`config.mk`:
```
export PLATFORM = sky130hd
export DESIGN_NAME = timing_gen_flat
export DESIGN_NICKNAME = d
export VERILOG_FILES = /design/src/rtl/timing_gen_if.sv /design/src/rtl/timing_gen.sv /design/src/flat_wrapper.sv
export SDC_FILE = /design/constraint.sdc
export NUM_CORES = 1
export LEC_CHECK = 0
export CAP_MARGIN = 30
export CORE_AREA = 4 4 41 43
export DETAILED_ROUTE_END_ITERATION = 10
export DIE_AREA = 0 0 45 47
export DONT_BUFFER_PORTS = 1
export MAX_ROUTING_LAYER = met4
export PLACE_DENSITY_LB_ADDON = 0.1
export SLEW_MARGIN = 0
export SYNTH_ARGS = -nofsm -noshare
export SYNTH_HDL_FRONTEND = slang
export SYNTH_SLANG_ARGS = --single-unit
```
`constraint.sdc`:
```
create_clock -name clk -period 3.5 [get_ports clk]
set_input_delay 1.05 -clock clk [delete_from_list [all_inputs] [get_ports clk]]
set_output_delay 1.05 -clock clk [all_outputs]
set_load 0.1 [all_outputs]
```
`src/rtl/timing_gen_if.sv`:
```
// Timing bus between the machine-cycle timing generator and its consumers
// (address decode, control unit). The generator drives the timing outputs and
// samples the decode/halt/memory-ready inputs.
interface timing_gen_if;
  logic [1:0] cyc_len;
  logic       halt;
  logic       mem_ready;
  logic [2:0] S;
  logic       Phase;
  logic [1:0] cycles;
  logic       ALE;
  logic       mc_end;
  logic       idle;

  modport master (
    input  cyc_len, halt, mem_ready,
    output S, Phase, cycles, ALE, mc_end, idle
  );

  modport slave (
    output cyc_len, halt, mem_ready,
    input  S, Phase, cycles, ALE, mc_end, idle
  );
endinterface

```
`src/rtl/timing_gen.sv`:
```
// 8051 machine-cycle timing generator.
// Sequences S1..S6 with two phases each (12 phases per machine cycle), tracks the
// machine cycles remaining in the current instruction, and emits ALE, an
// end-of-machine-cycle strobe and an idle flag for halt.
// Optional feature macro: WAIT_STATE_EN -- when defined, S3P2 is stretched while
// mem_ready is low. When undefined, mem_ready is ignored.
//
// state | meaning
// ------+---------------------------------------------
// S1    | 001  address phase, ALE in P2
// S2    | 011
// S3    | 010  memory access, optional wait in P2
// S4    | 000  second ALE in P2
// S5    | 100
// S6    | 101  P2 is the machine-cycle boundary
module timing_gen #(
  parameter int PHASE_DIV = 1,
  parameter int DIV_W     = 4
) (
  input logic          clk,
  input logic          rst_n,
  timing_gen_if.master bus
);

  typedef enum logic [2:0] {
    ST_S1 = 3'b001,
    ST_S2 = 3'b011,
    ST_S3 = 3'b010,
    ST_S4 = 3'b000,
    ST_S5 = 3'b100,
    ST_S6 = 3'b101
  } s_code_t;

  localparam logic [DIV_W-1:0] DIV_LAST  = DIV_W'(PHASE_DIV - 1);
  localparam logic [DIV_W-1:0] PRESC_ONE = DIV_W'(1);

  s_code_t          s_q, s_d;
  logic             phase_q, phase_d;
  logic [1:0]       cycles_q, cycles_d;
  logic [DIV_W-1:0] presc_q, presc_d;
  logic             idle_q, idle_d;
  logic             ale_q, ale_d;
  logic             mc_end_q, mc_end_d;
  logic             tick;
  logic             wait_hold;
  logic             s_legal;

`ifndef WAIT_STATE_EN
  logic unused_mem_ready;
  assign unused_mem_ready = bus.mem_ready;
`endif

  // Next-state decode: prescaler, S/Phase sequencing, cycle count, halt freeze.
  always_comb begin
    s_d       = s_q;
    phase_d   = phase_q;
    cycles_d  = cycles_q;
    presc_d   = presc_q;
    idle_d    = idle_q;
    tick      = (presc_q == DIV_LAST);
    wait_hold = 1'b0;
    s_legal   = s_q inside {ST_S1, ST_S2, ST_S3, ST_S4, ST_S5, ST_S6};

`ifdef WAIT_STATE_EN
    // Stretch S3P2 one tick at a time until memory is ready.
    wait_hold = tick && (s_q == ST_S3) && phase_q && !bus.mem_ready;
`endif

    if (idle_q) begin
      // Frozen at S1P1; leaving idle restarts the prescaler so S1P1 gets a full phase.
      presc_d = '0;
      if (!bus.halt) begin
        idle_d = 1'b0;
      end
    end else begin
      presc_d = tick ? '0 : (presc_q + PRESC_ONE);
      if (tick && !wait_hold) begin
        if (!s_legal) begin
          s_d     = ST_S1;
          phase_d = 1'b0;
        end else if (!phase_q) begin
          phase_d = 1'b1;
        end else begin
          phase_d = 1'b0;
          case (s_q)
            ST_S1:   s_d = ST_S2;
            ST_S2:   s_d = ST_S3;
            ST_S3:   s_d = ST_S4;
            ST_S4:   s_d = ST_S5;
            ST_S5:   s_d = ST_S6;
            ST_S6: begin
              s_d    = ST_S1;
              idle_d = bus.halt;
              case (cycles_q)
                2'b00:   cycles_d = bus.cyc_len;
                2'b11:   cycles_d = 2'b00;
                default: cycles_d = cycles_q - 2'd1;
              endcase
            end
            default: s_d = ST_S1;
          endcase
        end
      end
    end

    // Strobes are decoded from the next state so they line up with S/Phase.
    ale_d    = !idle_d && phase_d && ((s_d == ST_S1) || (s_d == ST_S4));
    mc_end_d = !idle_d && phase_d && (s_d == ST_S6) && (presc_d == DIV_LAST);
  end

  // State and registered strobes, synchronous active-low reset.
  always_ff @(posedge clk) begin
    if (!rst_n) begin
      s_q      <= ST_S1;
      phase_q  <= 1'b0;
      cycles_q <= 2'b11;
      presc_q  <= '0;
      idle_q   <= 1'b0;
      ale_q    <= 1'b0;
      mc_end_q <= 1'b0;
    end else begin
      s_q      <= s_d;
      phase_q  <= phase_d;
      cycles_q <= cycles_d;
      presc_q  <= presc_d;
      idle_q   <= idle_d;
      ale_q    <= ale_d;
      mc_end_q <= mc_end_d;
    end
  end

  assign bus.S      = s_q;
  assign bus.Phase  = phase_q;
  assign bus.cycles = cycles_q;
  assign bus.ALE    = ale_q;
  assign bus.mc_end = mc_end_q;
  assign bus.idle   = idle_q;

endmodule
```
`src/flat_wrapper.sv`:
```
// flat-port wrapper written by rule: the top's interface ports become plain ports
module timing_gen_flat 
#(
  parameter int PHASE_DIV = 1,
  parameter int DIV_W     = 4
)
  (clk, rst_n, bus_cyc_len, bus_halt, bus_mem_ready, bus_S, bus_Phase, bus_cycles, bus_ALE, bus_mc_end, bus_idle);
  timing_gen_if bus_i ();
  input logic clk;
  input logic rst_n;
  input wire logic [$bits(bus_i.cyc_len)-1:0] bus_cyc_len;
  input wire logic [$bits(bus_i.halt)-1:0] bus_halt;
  input wire logic [$bits(bus_i.mem_ready)-1:0] bus_mem_ready;
  output wire logic [$bits(bus_i.S)-1:0] bus_S;
  output wire logic [$bits(bus_i.Phase)-1:0] bus_Phase;
  output wire logic [$bits(bus_i.cycles)-1:0] bus_cycles;
  output wire logic [$bits(bus_i.ALE)-1:0] bus_ALE;
  output wire logic [$bits(bus_i.mc_end)-1:0] bus_mc_end;
  output wire logic [$bits(bus_i.idle)-1:0] bus_idle;
  assign bus_i.cyc_len = bus_cyc_len;
  assign bus_i.halt = bus_halt;
  assign bus_i.mem_ready = bus_mem_ready;
  assign bus_S = bus_i.S;
  assign bus_Phase = bus_i.Phase;
  assign bus_cycles = bus_i.cycles;
  assign bus_ALE = bus_i.ALE;
  assign bus_mc_end = bus_i.mc_end;
  assign bus_idle = bus_i.idle;
  timing_gen #(.PHASE_DIV(PHASE_DIV), .DIV_W(DIV_W)) u_core (.clk(clk), .rst_n(rst_n), .bus(bus_i));
endmodule
```
==> results.txt <==
Critical Path Source Type -> flop
sequential area share after synthesis -> 39.0%
top cell type by total area after synthesis -> dfxtp_1
DRT Wirelength -> 1250 µm
CP arrival -> 1.26 ns
top-area cell type share of the netlist area -> 39.0%
Final Setup Violations -> 0
worst-skew pair later-pin latency -> 0.28 ns
H-Tree Depth -> 1
Design Power -> 0.577 mW
IO Count -> 15
final hold violation count -> 0
CP endpoint kind -> primary output
outcome -> finished, final reports clean
clk slew on worst S/H paths -> 0.08 ns
HP Start -> u_core.presc_q[0]$_SDFF_PN0_
total track usage -> 15.9%
# rows -> 13
number of synthesized flops with an enable pin -> 0
RSZ-0062 raised after global routing -> no
most instantiated library cell after synthesis -> dfxtp_1
pre-CTS setup slack -> 1.27 ns
total global routing overflow -> 0
Critical R2R Launch -> u_core.bus.idle$_SDFF_PN0_
Post-synth ARST share -> 0%
Synth cell types -> 32
max cap viols -> 0
1st-iter DRT viols -> 6
final net count -> 93
TritonCTS Buffers -> 3
setup TNS -> 0 ns
WL per Instance -> 12.8 µm
Mapped Nets -> 84
n_diodes -> 0
vias per inst -> 5.42
PD cells -> 730 mW/mm²
via count -> 531
Final Util -> 60.7%
synthesis-stage register bit count -> 13
port bufs -> 0
Final HPWL DP -> 941 µm
fraction of layout cells with a size suffix above 1 -> 20.5%
Min-Delay Path Class -> flop to flop
R2R setup slack -> 1.27 ns
CTS Root Cell -> clkbuf_4
Resized cells post-CTS -> 0
maximum root-to-sink buffer count -> 2
worst slew pin tran -> 0.994 ns
post-CTS setup buffers -> 0
Fin Hold WS -> 0.504 ns
placed instance count -> 93
hold buffers post-CTS -> 0
Synth Instances -> 75
Synth Warn # -> 0
Post-synth top cells -> dfxtp_1 (13), nand2_1 (10), nor2_1 (7)
Synth Flop Type -> dfxtp_1
CP Launch Point -> u_core.bus.cycles[1]$_SDFFE_PN1P_
CTS Sinks -> 13
Worst slew margin -> 33.6%
router iterations before antenna repair -> 3
clk_skew -> 0.00222 ns
Cell Area, Synth -> 667 µm²
Final Cell Area -> 790 µm²
initial antenna violation count -> 0
Max Freq -> 433 MHz
Area after DPL -> 734 µm²
worst vdd ir -> 0.297 mV
Slew Limit Fails -> 0
global-route wire length before repair -> 2280 µm
remaining antenna violation count -> 0
gp weighted congestion -> 0.731
Tcrit/Tclk final -> 66.1%
die area -> 0.00212 mm²
core area -> 0.00130 mm²
largest fanout on the critical path -> 3
Area Overhead vs Synth -> 18.4%
CP Data Required Time -> 2.45 ns
Tmin final -> 2.31 ns
syn_area_per_cell -> 8.89 µm²
initial core utilization -> 51.3%
Die W -> 45 µm
die height -> 47 µm
Synth area leaders -> dfxtp_1 (39%), ha_1 (5.6%), nand2_1 (5.6%), nor4b_2 (4.5%), nor2_1 (3.9%)
vias in the first global route -> 537
largest net degree at the start of global routing -> 12
final std cells w/o fill -> 98
residual DRC count -> 0
cell leakage power -> 0.348 nW
critical path type -> flop to primary output
PnR worst setup slack -> 1.19 ns
CTS tree -> yes
[state kept, by name (all words and copies together) (netlist names)]
signal             count
u_core.presc_q         4
u_core.bus.S           3
u_core.bus.cycles      2
u_core.bus.ALE         1
u_core.bus.Phase       1
u_core.bus.idle        1
u_core.bus.mc_end      1
[worst paths after layout]
kind	to	cells past startpoint
worst max-delay path	bus_cycles[1]	0
worst max register to register	u_core.bus.mc_end$_SDFF_PN0_	5
worst min register to register	u_core.presc_q[0]$_SDFF_PN0_	1
worst min-delay path	u_core.presc_q[0]$_SDFF_PN0_	1
[cells by family (layout without fill, tap and decap cells)]
family / count (synthesis) / in the layout / share of synthesized area, %
xor gates and xnor gates: 2 / 2 / 2.63
and+or+nand+nor: 32 / 32 / 30.0
buffers and inverters: 9 / 17 / 6.38
adders and majority gates: 3 / 3 / 5.63
DFF: 13 / 13 / 39.0
AOI/OAI and AO/OA: 16 / 16 / 16.3
[layout by cell type, fill, tap and decap left out, types with 3 or more instances in the layout]
master / netlist / routed
dfxtp_1: 13 / 13
nand2_1: 10 / 10
nor2_1: 7 / 7
inv_1: 6 / 6
buf_4: 0 / 4
nor3b_1: 3 / 3
a31oi_1: 3 / 3
a21oi_1: 3 / 3
ha_1: 3 / 3
clkbuf_4: 0 / 3
[cell type report]
type	instances	area [µm²]
clock buffer	3	22.5
fill	132	512
tap	15	18.8
multi-input combinational	53	364
clock inverter	1	5.00
inverter	6	22.5
sequential	13	260
timing repair buffer	7	96.3
[per-layer routing]
metal / part of all wire [%] / track usage [%] / vias up / wire length, µm
met4: 3.1 / 12.3 / 0 / 39
met3: 3.4 / 3.83 / 6 / 43
met2: 49 / 24.6 / 9 / 616
met1: 44 / 17.6 / 239 / 552
met5: 0 / - / - / 0
li1: - / - / 277 / -
[where the power goes]
part / switching [mW] / internal (mW) / total [mW] / leakage [nW]
registers: 0.111 / 0.169 / 0.280 / 0.106
clock network: 0.0503 / 0.0424 / 0.0927 / 0.0177
logic: 0.111 / 0.0934 / 0.204 / 0.224
total: 0.272 / 0.305 / 0.577 / 0.348
No activity file was read; power rests on OpenSTA's default activity.
